`src/rtl/bnn_conv_stream.sv`:
```
// Streaming KxK binary-weight (+1/-1) convolution over a raster pixel stream.
// Uses valid padding, supports input stalls and saturates the output.
module bnn_conv_stream #(
  parameter int DATA_W = 16,
  parameter int K      = 5,
  parameter int MAX_W  = 28,
  parameter int IW_W   = 6
) (
  input  logic                     clk,
  input  logic                     rstn,
  input  logic                     start,
  input  logic [IW_W-1:0]          img_w,
  input  logic                     weight_en,
  input  logic                     weight,
  input  logic                     din_valid,
  input  logic signed [DATA_W-1:0] din,
  output logic signed [DATA_W-1:0] dout,
  output logic                     ovalid,
  output logic                     done,
  output logic                     busy,
  output logic                     wload_done
);
  localparam int KK    = K * K;
  localparam int WC_W  = $clog2(KK);
  localparam int ACC_W = DATA_W + $clog2(KK) + 1;
  localparam int LB_AW = $clog2(MAX_W);
  localparam logic [0:0] S_IDLE = 1'b0;
  localparam logic [0:0] S_RUN  = 1'b1;
  localparam logic [IW_W-1:0] KM1 = IW_W'(K - 1);
  localparam logic signed [ACC_W-1:0] SAT_MAX = {{(ACC_W-DATA_W+1){1'b0}}, {(DATA_W-1){1'b1}}};
  localparam logic signed [ACC_W-1:0] SAT_MIN = {{(ACC_W-DATA_W+1){1'b1}}, {(DATA_W-1){1'b0}}};

  logic [0:0]               state_q, state_d;
  logic [IW_W-1:0]          imgw_q, imgw_d, row_q, row_d, col_q, col_d;
  logic                     fin_q, fin_d;
  logic [KK-1:0]            w_q, w_d;
  logic [WC_W-1:0]          wcnt_q, wcnt_d;
  logic                     wdone_q, wdone_d;
  logic [2:0]               vld_pipe_q, vld_pipe_d, last_pipe_q, last_pipe_d;
  logic signed [DATA_W-1:0] dout_q, dout_d;
  logic signed [DATA_W-1:0] win_q [K][K];
  logic signed [DATA_W-1:0] win_d [K][K];
  logic signed [DATA_W:0]   term_q [KK];
  logic signed [DATA_W:0]   term_d [KK];
  logic signed [DATA_W-1:0] lb_q [K-1][MAX_W];
  logic signed [DATA_W-1:0] tap [K];
  logic signed [DATA_W:0]   px;
  logic signed [ACC_W-1:0]  sum;
  logic [IW_W-1:0]          imgw_m1;
  logic [LB_AW-1:0]         cidx;
  logic                     accept, in_win, last_px;

  // fin_q blocks extra pixels between the last accepted pixel and IDLE
  assign accept  = (state_q == S_RUN) && din_valid && !fin_q;
  assign imgw_m1 = imgw_q - IW_W'(1);
  assign in_win  = (row_q >= KM1) && (col_q >= KM1);
  assign last_px = (row_q == imgw_m1) && (col_q == imgw_m1);
  assign cidx    = col_q[LB_AW-1:0];

  // Column entering the window: tap[K-1] is the current row, tap[0] the oldest.
  always_comb begin
    tap[K-1] = din;
    for (int m = 1; m < K; m++) tap[K-1-m] = lb_q[m-1][cidx];
  end

  always_comb begin
    state_d = state_q;
    imgw_d  = imgw_q;
    row_d   = row_q;
    col_d   = col_q;
    fin_d   = fin_q;
    w_d     = w_q;
    wcnt_d  = wcnt_q;
    wdone_d = wdone_q;
    if (state_q == S_IDLE) begin
      if (weight_en) begin
        if (wdone_q) begin
          w_d[0]  = weight;
          wcnt_d  = WC_W'(1);
          wdone_d = 1'b0;
        end else begin
          w_d[wcnt_q] = weight;
          if (wcnt_q == WC_W'(KK - 1)) begin
            wcnt_d  = '0;
            wdone_d = 1'b1;
          end else begin
            wcnt_d = wcnt_q + WC_W'(1);
          end
        end
      end
      if (start && (img_w >= IW_W'(K)) && (img_w <= IW_W'(MAX_W))) begin
        state_d = S_RUN;
        imgw_d  = img_w;
        row_d   = '0;
        col_d   = '0;
        fin_d   = 1'b0;
      end
    end else begin
      if (accept) begin
        if (col_q == imgw_m1) begin
          col_d = '0;
          row_d = row_q + IW_W'(1);
        end else begin
          col_d = col_q + IW_W'(1);
        end
        if (last_px) fin_d = 1'b1;
      end
      if (last_pipe_q[2]) state_d = S_IDLE;
    end
  end

  always_comb begin
    win_d  = win_q;
    term_d = term_q;
    dout_d = dout_q;
    px     = '0;
    sum    = '0;
    if (accept) begin
      for (int i = 0; i < K; i++) begin
        for (int j = 0; j < K - 1; j++) win_d[i][j] = win_q[i][j+1];
        win_d[i][K-1] = tap[i];
      end
    end
    if (vld_pipe_q[0]) begin
      for (int n = 0; n < KK; n++) begin
        px        = {win_q[n / K][n % K][DATA_W-1], win_q[n / K][n % K]};
        term_d[n] = w_q[n] ? px : -px;
      end
    end
    for (int n = 0; n < KK; n++) sum = sum + ACC_W'(term_q[n]);
    if (vld_pipe_q[1]) begin
      if (sum > SAT_MAX)      dout_d = SAT_MAX[DATA_W-1:0];
      else if (sum < SAT_MIN) dout_d = SAT_MIN[DATA_W-1:0];
      else                    dout_d = sum[DATA_W-1:0];
    end
    vld_pipe_d  = {vld_pipe_q[1:0], accept && in_win};
    last_pipe_d = {last_pipe_q[1:0], accept && last_px};
  end

  always_ff @(posedge clk) begin
    if (!rstn) begin
      state_q     <= S_IDLE;
      imgw_q      <= '0;
      row_q       <= '0;
      col_q       <= '0;
      fin_q       <= 1'b0;
      w_q         <= '0;
      wcnt_q      <= '0;
      wdone_q     <= 1'b0;
      vld_pipe_q  <= '0;
      last_pipe_q <= '0;
      dout_q      <= '0;
    end else begin
      state_q     <= state_d;
      imgw_q      <= imgw_d;
      row_q       <= row_d;
      col_q       <= col_d;
      fin_q       <= fin_d;
      w_q         <= w_d;
      wcnt_q      <= wcnt_d;
      wdone_q     <= wdone_d;
      vld_pipe_q  <= vld_pipe_d;
      last_pipe_q <= last_pipe_d;
      dout_q      <= dout_d;
    end
  end

  // Window, term and line-buffer storage need no reset: only flagged data is used.
  always_ff @(posedge clk) begin
    win_q  <= win_d;
    term_q <= term_d;
  end

  always_ff @(posedge clk) begin
    if (accept) begin
      lb_q[0][cidx] <= din;
      for (int m = 1; m < K - 1; m++) lb_q[m][cidx] <= lb_q[m-1][cidx];
    end
  end

  assign dout       = dout_q;
  assign ovalid     = vld_pipe_q[2];
  assign done       = last_pipe_q[2];
  assign busy       = (state_q == S_RUN);
  assign wload_done = wdone_q;

endmodule

```
`config.mk`:
```
export PLATFORM = sky130hd
export DESIGN_NAME = bnn_conv_stream
export DESIGN_NICKNAME = d
export VERILOG_FILES = /design/src/rtl/bnn_conv_stream.sv
export SDC_FILE = /design/constraint.sdc
export NUM_CORES = 2
export LEC_CHECK = 0
export CELL_PAD_IN_SITES_DETAIL_PLACEMENT = 0
export CELL_PAD_IN_SITES_GLOBAL_PLACEMENT = 1
export CORE_MARGIN = 1
export CORE_UTILIZATION = 56
export DETAILED_ROUTE_END_ITERATION = 8
export PLACE_DENSITY_LB_ADDON = 0.1
export REMOVE_ABC_BUFFERS = 1
export SYNTH_ARGS = -nofsm -noshare
export SYNTH_HDL_FRONTEND = slang
export SYNTH_SLANG_ARGS = --single-unit
```
`constraint.sdc`:
```
create_clock -name clk -period 27.3 [get_ports clk]
set_input_delay 4.095 -clock clk [delete_from_list [all_inputs] [get_ports clk]]
set_output_delay 4.095 -clock clk [all_outputs]
set_load 0.02 [all_outputs]
```
==> impl_metrics.csv <==
group,metric,value,unit
status,status,"completed",
worst_setup_path,cp_top_family,"buffers and inverters",
timing,slew_violations,0,
power_and_ir_drop,combPwrFrac,0.024,
place,place_inst,9004,
global_routing,grt_usage,0.264,
routing,post_drt_wl_per_cell,28.6,µm
global_routing,grt_pass1_wl,397,mm
cts,postCtsSetupBuffers,0,
cts,clk_path_buf_depth,4,
yosys,synth_area_leaders,"edfxtp_1, mux4_2, fa_1",
yosys,yosysTopAreaCell,"edfxtp_1",
power_and_ir_drop,p_switching,1.70,mW
power_and_ir_drop,power.density,65.6,nW/µm²
worst_setup_path,critPathCaptureType,"flip-flop",
worst_setup_path,path_cells,"clkdlybuf4s50_1, nand2_1, nor2_4, buf_4, buf_12, buf_4, buf_4",
layout,drive_gt1_frac,0.166,
floorplanning,die_area,208000,µm²
power_and_ir_drop,clkPwrFrac,0.433,
timing,rsz0062_at_grt,"false",
timing,tightestPinTransition,1.29,ns
layout,fin_cells,9499,
cts,clock_sinks,2690,
global_routing,antenna_found_initial,19,
cts,cts_tree,"done",
yosys,ys_types,64,
power_and_ir_drop,cellInternalPower,6.72,mW
yosys,yosysTopAreaCellShare,0.680,
yosys,synth.yosys.seq_area_share,0.693,
layout,fin_nets,7114,
yosys,syn_inst,6385,
yosys,syn_area,116000,µm²
power_and_ir_drop,sequentialPowerShare,0.543,
cts,cts_root_buf,"clkbuf_16",
yosys,syn_area_per_cell,18.1,µm²
yosys,synth-seq-cells,2690,
yosys,synth_edf_count,2617,
global_routing,grt_max_degree,150,
worst_setup_path,crit_fanout,149,
yosys,synth_warnings,0,
power_and_ir_drop,swShare,0.202,
routing,vias_per_cell,5.98,
routing,totalWireLength,271,mm
worst_setup_path,worst-path-buf-inv,5,
cts,cts.htree.levels,5,
layout,layout_commonest_cell,"edfxtp_1",
worst_setup_path,cpMaxStageDelayCell,"buf_4",
timing,hold_viol_final,0,
cts,cts_buffers,294,
worst_setup_path,cp_common_cell,"buf_4",
floorplanning,core_area,205000,µm²
hold_path,worst_hold_path_type,"reg2reg",
floorplanning,die_w,456,µm
worst_setup_path,slowest_delay,0.76,ns
layout,area_delta_synth_final,11.0,%
floorplanning,start_util,0.564,
place,gp_congestion,0.823,
worst_setup_path,crit_path_start_kind,"primary input",
cts,cts_hold_buffers,0,
timing,max_freq,135,MHz
cts,ctsResizeCount,0,
timing,slew_headroom,0.135,
worst_setup_path,crit_required,27.82,ns
timing,setup_viol,0,
floorplanning,die_y,456,µm
routing,via_count,56851,
layout,layout_common_cells,"edfxtp_1, inv_1, mux4_2",
yosys,async_reset_ff_frac,0,
timing,final.setup.tns,0,ns
run,drv_cap,0,
cts,path_clk_slew,0.06,ns
global_routing,first_global_vias,57617,
place,io_buffers,47,
worst_setup_path,critical_path_arrival,7.94,ns
floorplanning,pin_count,48,
cts,worstSkewPairLatency,0.93,ns
power_and_ir_drop,p_total,8.42,mW
yosys,yosys_most_used_dff,"edfxtp_1",
routing,first_pass_iters,5,
routing,drtIter0Drc,5778,
routing,ant_nets,0,
power_and_ir_drop,p_leak,42.3,nW
worst_setup_path,critPathKind,"in2reg",
timing,min_period_over_period,0.272,
layout,postLayoutCoreUtil,0.626,
timing,clock-skew-final,0.0605,ns
timing,fin_crit,7.42,ns
routing,drc,0,
global_routing,grt-ovfl-total,0,
power_and_ir_drop,ir_drop,0.0000683,V
floorplanning,row_count,166,
place,dp_hpwl,168,mm
power by group through the flow:
| stage | combinational, mW | clock, mW | sequential (mW) |
|---|---|---|---|
| 6_report | 0.200 | 3.65 | 4.57 |
| 5_1_grt | 0.215 | 3.86 | 4.57 |
| 4_1_cts | 0.202 | 3.71 | 4.57 |
| 3_5_place_dp | 0.202 | 0 | 4.66 |
| 3_3_place_gp | 0.197 | 0 | 4.66 |
| 2_1_floorplan | 0.166 | 0 | 4.67 |
area by class of cell:
| cell class | instances | area, µm² |
|---|---|---|
| Tap cell | 2688 | 3360 |
| Multi-Input combinational cell | 2857 | 32500 |
| Sequential cell | 2690 | 80100 |
| Timing Repair Buffer | 158 | 1360 |
| Antenna cell | 1 | 2.50 |
| Fill cell | 14540 | 76500 |
| Clock buffer | 368 | 7910 |
| Inverter | 611 | 2300 |
| Clock inverter | 126 | 766 |
synthesized netlist by cell type (5+ instances only):
cell         n
or3_1        6
o211ai_1    11
nor2b_1     24
nand4_1      7
nand2_1    194
xnor2_1     91
xor2_1     303
nor3_1      96
a311oi_1    25
nor3b_1      5
nor4bb_1    10
a31oi_1     30
buf_1       46
buf_2       43
and3_1       5
mux4_2     502
a21o_1      33
nor2_1     294
nand3_1     54
o21bai_1    28
and2_1      32
a21boi_0    16
mux2i_1     85
clkbuf_1   134
nor4_1      80
dfxtp_1     73
o22ai_1      6
ha_1        68
edfxtp_1  2617
o21ai_0    118
a21oi_1    195
fa_1       406
a21oi_2     10
mux2_2      76
inv_1      611
routing by layer:
layer,vias to the layer above,wire length [µm],GRT usage
li1,24523,-,-
met1,29969,113000,0.377
met2,1948,135000,0.436
met3,409,16600,0.0325
met4,2,6940,0.0710
met5,-,13,0
worst reg2reg max path: cells and delay by family (launching register included):
kind                       cells  cell delay, ns
buffers and inverters          4            0.26
AOI/OAI and AO/OA              6            1.22
adders and majority gates      8            4.14
xor gates and xnor gates       1            0.31
DFF                            1            0.39
and+or+nand+nor                2            0.93
flip-flops by register name, indices dropped and copies added, names as in the netlist, 5 cells and up:
register and flops:
term_q 425, wcnt_q 5, row_q 6, col_q 6
w_q 25, lb_q 1792, win_q 400, imgw_q 6
dout 16
through the flow:
stage | cell area [µm²] | worst slack [ns] | hold WS [ns]
floorplan | 115000 | -2.23 | 0.412
global placement | 120000 | 18.91 | 0.419
detailed placement | 120000 | 18.90 | 0.432
CTS | 128000 | 19.87 | 0.448
global route | 128000 | 19.54 | 0.464
finish | 128000 | 19.88 | 0.444
kinds of logic (layout without fill, tap and decap cells):
family                     after synthesis  after routing  synth area share
xor gates and xnor gates               394            394            0.0299
adders and majority gates              474            474            0.0777
buffers and inverters                  838           1263            0.0279
AOI/OAI and AO/OA                      505            505            0.0265
muxes                                  663            663             0.113
other                                    0              1                 0
DFF                                   2690           2690             0.693
and+or+nand+nor                        821            821            0.0328
worst paths after layout:
kind | cells past startpoint | to | startpoint | slack (ns)
worst max register to register | 21 | dout[9] | term_q[207] | 19.89
worst min register to register | 1 | last_pipe_q[2] | last_pipe_q[1] | 0.44
worst max-delay path | 7 | win_q[30] | din_valid | 19.88
worst min-delay path | 1 | last_pipe_q[2] | last_pipe_q[1] | 0.44
(Power assumes the default switching activity.)
